File: src/rtl/uc_pkg.sv
// Shared types and encodings for the multicycle RV32I control unit.
// UC_ILLEGAL_TRAP_EN adds the HALT state used by the illegal-opcode trap.
package uc_pkg;

    typedef enum logic [3:0] {
        S_FETCH,
        S_DECODE,
        S_MEMADR,
        S_MEMREAD,
        S_MEMWB,
        S_MEMWRITE,
        S_EXECUTER,
        S_EXECUTEI,
        S_ALUWB,
        S_JAL,
        S_BEQ
`ifdef UC_ILLEGAL_TRAP_EN
        ,
        S_HALT
`endif
    } state_t;

    localparam logic [6:0] OP_LOAD   = 7'b0000011;
    localparam logic [6:0] OP_STORE  = 7'b0100011;
    localparam logic [6:0] OP_RTYPE  = 7'b0110011;
    localparam logic [6:0] OP_ITYPE  = 7'b0010011;
    localparam logic [6:0] OP_JAL    = 7'b1101111;
    localparam logic [6:0] OP_BRANCH = 7'b1100011;

    localparam logic [2:0] ALU_ADD = 3'b000;
    localparam logic [2:0] ALU_SUB = 3'b001;
    localparam logic [2:0] ALU_AND = 3'b010;
    localparam logic [2:0] ALU_OR  = 3'b011;
    localparam logic [2:0] ALU_SLT = 3'b101;

    typedef enum logic [1:0] {
        AOP_ADD   = 2'b00,
        AOP_SUB   = 2'b01,
        AOP_FUNCT = 2'b10
    } aluop_t;

    localparam logic [1:0] RES_ALUOUT    = 2'b00;
    localparam logic [1:0] RES_DATA      = 2'b01;
    localparam logic [1:0] RES_ALURESULT = 2'b10;

    localparam logic [1:0] SRCA_PC    = 2'b00;
    localparam logic [1:0] SRCA_OLDPC = 2'b01;
    localparam logic [1:0] SRCA_RD1   = 2'b10;

    localparam logic [1:0] SRCB_RD2  = 2'b00;
    localparam logic [1:0] SRCB_IMM  = 2'b01;
    localparam logic [1:0] SRCB_FOUR = 2'b10;

    localparam logic [1:0] IMM_I = 2'b00;
    localparam logic [1:0] IMM_S = 2'b01;
    localparam logic [1:0] IMM_B = 2'b10;
    localparam logic [1:0] IMM_J = 2'b11;

endpackage

File: src/rtl/control_unit_mc_alu_decoder.sv
// ALU operation decoder: maps aluOp plus funct fields to an ALUControl code.
module alu_decoder
    import uc_pkg::*;
(
    input  aluop_t      alu_op,
    input  logic [2:0]  f3,
    input  logic        op5,
    input  logic        f7,
    output logic [2:0]  alu_control
);

    always_comb begin
        alu_control = ALU_ADD;
        case (alu_op)
            AOP_SUB: alu_control = ALU_SUB;
            AOP_FUNCT: begin
                case (f3)
                    3'b000:  alu_control = (op5 & f7) ? ALU_SUB : ALU_ADD;
                    3'b010:  alu_control = ALU_SLT;
                    3'b110:  alu_control = ALU_OR;
                    3'b111:  alu_control = ALU_AND;
                    default: alu_control = ALU_ADD;
                endcase
            end
            default: alu_control = ALU_ADD;
        endcase
    end

endmodule

File: src/rtl/control_unit_mc.sv
// Multicycle RV32I control unit: Moore main FSM plus ALU/immediate decode.
// Defining UC_ILLEGAL_TRAP_EN adds the HALT state and the illegal output.
module control_unit_mc
    import uc_pkg::*;
(
    input  logic        clk,
    input  logic        rst_n,
    input  logic [6:0]  op,
    input  logic [2:0]  f3,
    input  logic        f7,
    input  logic        zero,
    output logic        pcWrite,
    output logic        adrSrc,
    output logic        memWrite,
    output logic        irWrite,
    output logic [1:0]  resultSrc,
    output logic [1:0]  aluSrcA,
    output logic [1:0]  aluSrcB,
    output logic [2:0]  ALUControl,
    output logic [1:0]  inmSrc,
    output logic        regWrite
`ifdef UC_ILLEGAL_TRAP_EN
    ,
    output logic        illegal
`endif
);

    state_t state, next_state;
    aluop_t alu_op;
    logic   pc_update, branch;
    logic   ir_en, mem_en, reg_en;

    always_ff @(posedge clk or negedge rst_n) begin
        if (!rst_n) state <= S_FETCH;
        else        state <= next_state;
    end

    always_comb begin
        next_state = S_FETCH;
        alu_op     = AOP_ADD;
        pc_update  = 1'b0;
        branch     = 1'b0;
        ir_en      = 1'b0;
        mem_en     = 1'b0;
        reg_en     = 1'b0;
        adrSrc     = 1'b0;
        resultSrc  = RES_ALUOUT;
        aluSrcA    = SRCA_PC;
        aluSrcB    = SRCB_RD2;
        unique case (state)
            S_FETCH: begin
                ir_en      = 1'b1;
                pc_update  = 1'b1;
                aluSrcB    = SRCB_FOUR;
                resultSrc  = RES_ALURESULT;
                next_state = S_DECODE;
            end
            S_DECODE: begin
                aluSrcA = SRCA_OLDPC;
                aluSrcB = SRCB_IMM;
                case (op)
                    OP_LOAD, OP_STORE: next_state = S_MEMADR;
                    OP_RTYPE:          next_state = S_EXECUTER;
                    OP_ITYPE:          next_state = S_EXECUTEI;
                    OP_JAL:            next_state = S_JAL;
                    OP_BRANCH:         next_state = S_BEQ;
`ifdef UC_ILLEGAL_TRAP_EN
                    default:           next_state = S_HALT;
`else
                    default:           next_state = S_FETCH;
`endif
                endcase
            end
            S_MEMADR: begin
                aluSrcA    = SRCA_RD1;
                aluSrcB    = SRCB_IMM;
                next_state = op[5] ? S_MEMWRITE : S_MEMREAD;
            end
            S_MEMREAD: begin
                adrSrc     = 1'b1;
                next_state = S_MEMWB;
            end
            S_MEMWB: begin
                resultSrc = RES_DATA;
                reg_en    = 1'b1;
            end
            S_MEMWRITE: begin
                adrSrc = 1'b1;
                mem_en = 1'b1;
            end
            S_EXECUTER: begin
                aluSrcA    = SRCA_RD1;
                alu_op     = AOP_FUNCT;
                next_state = S_ALUWB;
            end
            S_EXECUTEI: begin
                aluSrcA    = SRCA_RD1;
                aluSrcB    = SRCB_IMM;
                alu_op     = AOP_FUNCT;
                next_state = S_ALUWB;
            end
            S_ALUWB: reg_en = 1'b1;
            S_JAL: begin
                aluSrcA    = SRCA_OLDPC;
                aluSrcB    = SRCB_FOUR;
                pc_update  = 1'b1;
                next_state = S_ALUWB;
            end
            S_BEQ: begin
                aluSrcA = SRCA_RD1;
                alu_op  = AOP_SUB;
                branch  = 1'b1;
            end
`ifdef UC_ILLEGAL_TRAP_EN
            S_HALT: next_state = S_HALT;
`endif
            default: next_state = S_FETCH;
        endcase
    end

    // Reset gates the enables combinationally so nothing writes once it asserts.
    assign pcWrite  = rst_n & (pc_update | (branch & zero));
    assign irWrite  = rst_n & ir_en;
    assign memWrite = rst_n & mem_en;
    assign regWrite = rst_n & reg_en;

`ifdef UC_ILLEGAL_TRAP_EN
    assign illegal = (state == S_HALT);
`endif

    always_comb begin
        inmSrc = IMM_I;
        case (op)
            OP_STORE:  inmSrc = IMM_S;
            OP_BRANCH: inmSrc = IMM_B;
            OP_JAL:    inmSrc = IMM_J;
            default:   inmSrc = IMM_I;
        endcase
    end

    alu_decoder u_alu_dec (
        .alu_op      (alu_op),
        .f3          (f3),
        .op5         (op[5]),
        .f7          (f7),
        .alu_control (ALUControl)
    );

endmodule
File: config.mk
export PLATFORM = sky130hd
export DESIGN_NAME = control_unit_mc
export DESIGN_NICKNAME = d
export VERILOG_FILES = /design/src/rtl/uc_pkg.sv /design/src/rtl/control_unit_mc_alu_decoder.sv /design/src/rtl/control_unit_mc.sv
export SDC_FILE = /design/constraint.sdc
export NUM_CORES = 1
export LEC_CHECK = 0
export ABC_AREA = 1
export BUFFER_PORTS_ARGS = -buffer_cell sky130_fd_sc_hd__buf_4
export CORE_MARGIN = 2
export CORE_UTILIZATION = 35
export DETAILED_ROUTE_END_ITERATION = 6
export GPL_TIMING_DRIVEN = 0
export PLACE_DENSITY = 0.74
export REMOVE_ABC_BUFFERS = 1
export SYNTH_ARGS = -nofsm -noshare
export SYNTH_HDL_FRONTEND = slang
export SYNTH_SLANG_ARGS = --single-unit
File: constraint.sdc
create_clock -name clk -period 3.65 [get_ports clk]
set_input_delay 0.365 -clock clk [delete_from_list [all_inputs] [get_ports clk]]
set_output_delay 0.365 -clock clk [all_outputs]
set_load 0.02 [all_outputs]
# Word-level counts from Yosys, hierarchy flattened

Cells that the tools add are included.

Muxes and demuxes: 17
Bitwise logic cells: 7
Equality and inequality tests: 21
Reduce and logical (&&, ||, !) cells: 11

Operators with widths:

| operator                                      | count |
|---|---|
| case mux 4 bit (5 select lines)               | 2 |
| == test 4 x 3 -> 1 bit, second input constant | 4 |
| case mux 2 bit (2 select lines)               | 4 |
| == test 7 x 6 -> 1 bit, second input constant | 2 |
| == test 7 bit, second input constant          | 2 |
| == test 4 bit, second input constant          | 3 |
| case mux 3 bit (4 select lines)               | 1 |
| OR reduction 2 bit                            | 6 |
| == test 4 x 2 -> 1 bit, second input constant | 2 |
| == test 7 x 2 -> 1 bit, second input constant | 1 |
| == test 7 x 5 -> 1 bit, second input constant | 1 |
| 2-to-1 mux 1 bit                              | 7 |
| bitwise AND 1 bit                             | 6 |
| == test 3 bit, second input constant          | 2 |
| case mux 2 bit (3 select lines)               | 1 |
| case mux 3 bit (2 select lines)               | 1 |
| OR reduction 3 bit                            | 2 |
| == test 4 x 1 -> 1 bit, second input constant | 1 |
| zero test 4 bit                               | 1 |
| OR reduction 4 bit                            | 1 |
| == test 3 x 2 -> 1 bit, second input constant | 1 |
| zero test 3 bit                               | 1 |
| 2-to-1 mux 3 bit                              | 1 |
| == test 2 x 1 -> 1 bit, second input constant | 1 |
| other kinds (2)                               | 2 |

Register bits: 4
Bits of input ports: 14

# Longest topological paths before layout

Word-level depth: 5
Depth in mapped cells: 9
Depth with buffers taken out: 9

# Hierarchy

From an unflattened synthesis, not the netlist that was laid out.

Cell total of the unflattened synthesis: 95
Area, all modules: 510.5 µm²

Modules (own cells, without submodules):

| module          | times used | cells each | area each (µm²) |
|---|---|---|---|
| control_unit_mc | 1          | 78         | 419.2 |
| alu_decoder     | 1          | 17         | 91.3 |

# Worst setup path after synthesis

No wires, ideal clock.

Kind: register to output
From: reg state[2]
To: out ALUControl[2]
Buffers on the path: 0
Data arrival time: 1694 ps
Setup slack: 1591 ps
Cell stages (with the launch flop): 6
Cell sequence: dfrtp_1 -> nand2_2 -> nor2_4 -> inv_2 -> ha_1 -> nor4_1

Cells in the longest elaborated chain, start to end: 5
Elaborated cells on any way between the ends: 8
Classes of those cells: eq/ne (5); mux (2); reduce/logical (1)

RTL lines:

| item                                                    | RTL line                          | RTL |
|---|---|---|
| start: declaration                                      | control_unit_mc.sv:28             | `state_t state, next_state;` |
| start signal: assignment                                | control_unit_mc.sv:35             | `else state <= next_state;` |
| == test 4 x 3 -> 1 bit                                  | control_unit_mc.sv:50             | `unique case (state)` |
| OR reduction 2 bit (no line)                            | --                                |  |
| case mux 2 bit (2 select lines) (*)                     | control_unit_mc.sv:50             |  |
| == test 2 bit or == test 2 x 1 -> 1 bit (tied branches) | control_unit_mc_alu_decoder.sv:14 | `case (alu_op)` |
| case mux 3 bit (2 select lines) (*)                     | control_unit_mc_alu_decoder.sv:14 |  |
| end: declaration                                        | control_unit_mc.sv:19             | `output logic [2:0] ALUControl,` |

Every way passes the cells marked *; elsewhere a longest branch is shown, timed or not.

# Worst setup path in the final report

Same ends and word-level chain as after synthesis.

==> results.txt <==
Sink Count -> 4
grt total ovfl -> 0
area grow syn2layout -> 52.4%
CP required -> 3.28 ns
Initial Utilization -> 0.385
HPWL after detailed placement -> 1090 um
setup ws final -> 1.53 ns
DP Worst Slack -> 1.76 ns
CTS Root Cell -> clkbuf_4
Slew headroom -> 0.803
worst min path class -> input pin to register
Synth area leaders -> dfrtp_1 20%, nor2_1 16%, nand2_1 15%
placed insts -> 133
syn_area_per_cell -> 5.76 sq um
htree depth -> 1
drt initial violations -> 3
Placed Area -> 749 sq um
Post-layout nets -> 140
total negative slack -> 0 ns
Post-Syn Area -> 513 sq um
Biggest register -> state
fin crit share -> 0.580
Worst-Skew Late Latency -> 0.23 ns
CTS tree -> done
Finished Layout Cells -> 137
FP Rows -> 13
Final Critical Period -> 2.12 ns
Post-DRT Antenna Nets -> 0
part of the Yosys area used for sequential elements -> 0.195
Die H -> 42.3 um
top-count cell post-synth -> nor2_1
DRT Wirelength -> 1230 um
Clock Path Buffers -> 2
Synth area leader -> dfrtp_1
total number of vias -> 645
clock transition at the registers of the reported paths -> 0.04 ns
drt drc -> 0
largest net degree at the start of global routing -> 8
# IOs -> 30
Post-synth EDFFs -> 0
WL/cell -> 8.98 um
Fmax -> 0.472 GHz
Die X -> 42.3 um
fill count -> 135
Leak -> 0.448 nW
Final Hold Viols -> 0
Core Region -> 1330 sq um
postcts setup bufs -> 0
IO Port Bufs -> 29
commonest register cell after synthesis -> dfrtp_1
Syn Inst Count -> 89
fin area -> 782 sq um
initial antenna violation count -> 0
vias per inst -> 4.71
MaxCap Viol Count -> 0
Ys Warns -> 0
crit path max fanout -> 7
asr flop ratio synth -> 1.00
#FFs+latches synth -> 4
CTS buffer count -> 3
CP Capture Type -> output port
layout cell share with drive strength beyond 1 -> 0.377
crit path kind -> register to output port
max reg flops -> 4
Worst VDD drop -> 0.000210 V
CP arrival -> 1.75 ns
Final GP Congestion -> 0.788
Gates resized, CTS repair -> 0
Worst-Margin Slew -> 0.295 ns
first-pass detailed-route iteration total -> 2
vias in the first global route -> 600
crit path launch type -> register
worst setup skew after layout -> 0.00310 ns
Final Setup Violations -> 0
die area -> 1790 sq um
first-pass GRT wire length -> 2250 um
Max Slew Vio Count -> 0
Post-synth top cells -> 22 x nor2_1, 20 x nand2_1, 11 x inv_1
ANT cells -> 0
global-route usage over all layers -> 0.155
Cell Pwr Density -> 423 nW/um^2
Synth cell types -> 19
outcome -> finished, final reports clean
RSZ-0062 raised after global routing -> false
Synth top area share -> 0.195
biggest regs -> state x4
routing by layer:
metal	vias up	track usage	routed length, um
li1	351	-	-
met1	277	0.183	542
met2	17	0.286	625
met3	0	0.0388	62
met4	0	0.0188	0
met5	-	0	0
placed cells by master (no fill, tap or decap), drive strengths merged:
cell | synthesis | routed
o21ai | 4 | 4
clkbuf | 0 | 3
ha | 2 | 2
dfrtp | 4 | 4
nand4 | 1 | 1
dlygate4sd3 | 0 | 1
buf | 0 | 29
o211ai | 1 | 1
nor2 | 27 | 27
nand3 | 5 | 5
o31ai | 2 | 2
nand2 | 23 | 23
a211oi | 1 | 1
inv | 16 | 16
nor4 | 1 | 1
a21oi | 2 | 2
report_power, final:
group	internal (mW)	switching (mW)	total [mW]
registers	0.0520	0.00929	0.0613
clock network	0.0367	0.0174	0.0541
logic	0.0857	0.130	0.215
total	0.174	0.156	0.331
critical path, cell delays in order (launching register included):
cell and delay (ns):
dfrtp_1 0.50, nand2_2 0.14, nor2_4 0.13, inv_2 0.05, ha_1 0.28, nor4_1 0.24
buf_4 0.19
cell families after synthesis:
family / after synthesis / synth area share
simple gates: 57 / 0.517
buf+inv: 16 / 0.122
compound gates: 10 / 0.117
flops: 4 / 0.195
fa+ha+maj: 2 / 0.0488
final timing paths:
path	start	end	slack, ns	cells after the start
max in group asynchronous	rst_n	state[0]$_DFF_PN0_	3.07	2
min reg2reg	state[0]$_DFF_PN0_	state[2]$_DFF_PN0_	0.61	2
max reg2reg	state[2]$_DFF_PN0_	state[1]$_DFF_PN0_	2.55	5
min in group asynchronous	rst_n	state[3]$_DFF_PN0_	0.47	2
min	op[5]	state[2]$_DFF_PN0_	0.43	3
max	state[2]$_DFF_PN0_	ALUControl[2]	1.53	6
repair_timing:
action,CTS,global route
endpoints found under the setup margin,0,0
hold endpoints to repair,4,0
hold buffers,1,0
final cells by class:
class	count	area [sq um]	share of cell area
multi-input cells	69	350	0.448
repair buffers	30	228	0.291
flip-flops and latches	4	100	0.128
inverters	16	62.6	0.0800
clock buffers	3	22.5	0.0288
well taps	15	18.8	0.0240
per-stage QoR:
stage	hold WS, ns	utilization	power (mW)
after floorplan	0.0694	-	0.197
after global placement	0.170	0.562	0.275
after detailed placement	0.171	0.562	0.278
after CTS	0.436	0.586	0.335
after global routing	0.464	0.586	0.363
final	0.432	0.586	0.331
Power figures use the tool's default switching activity.
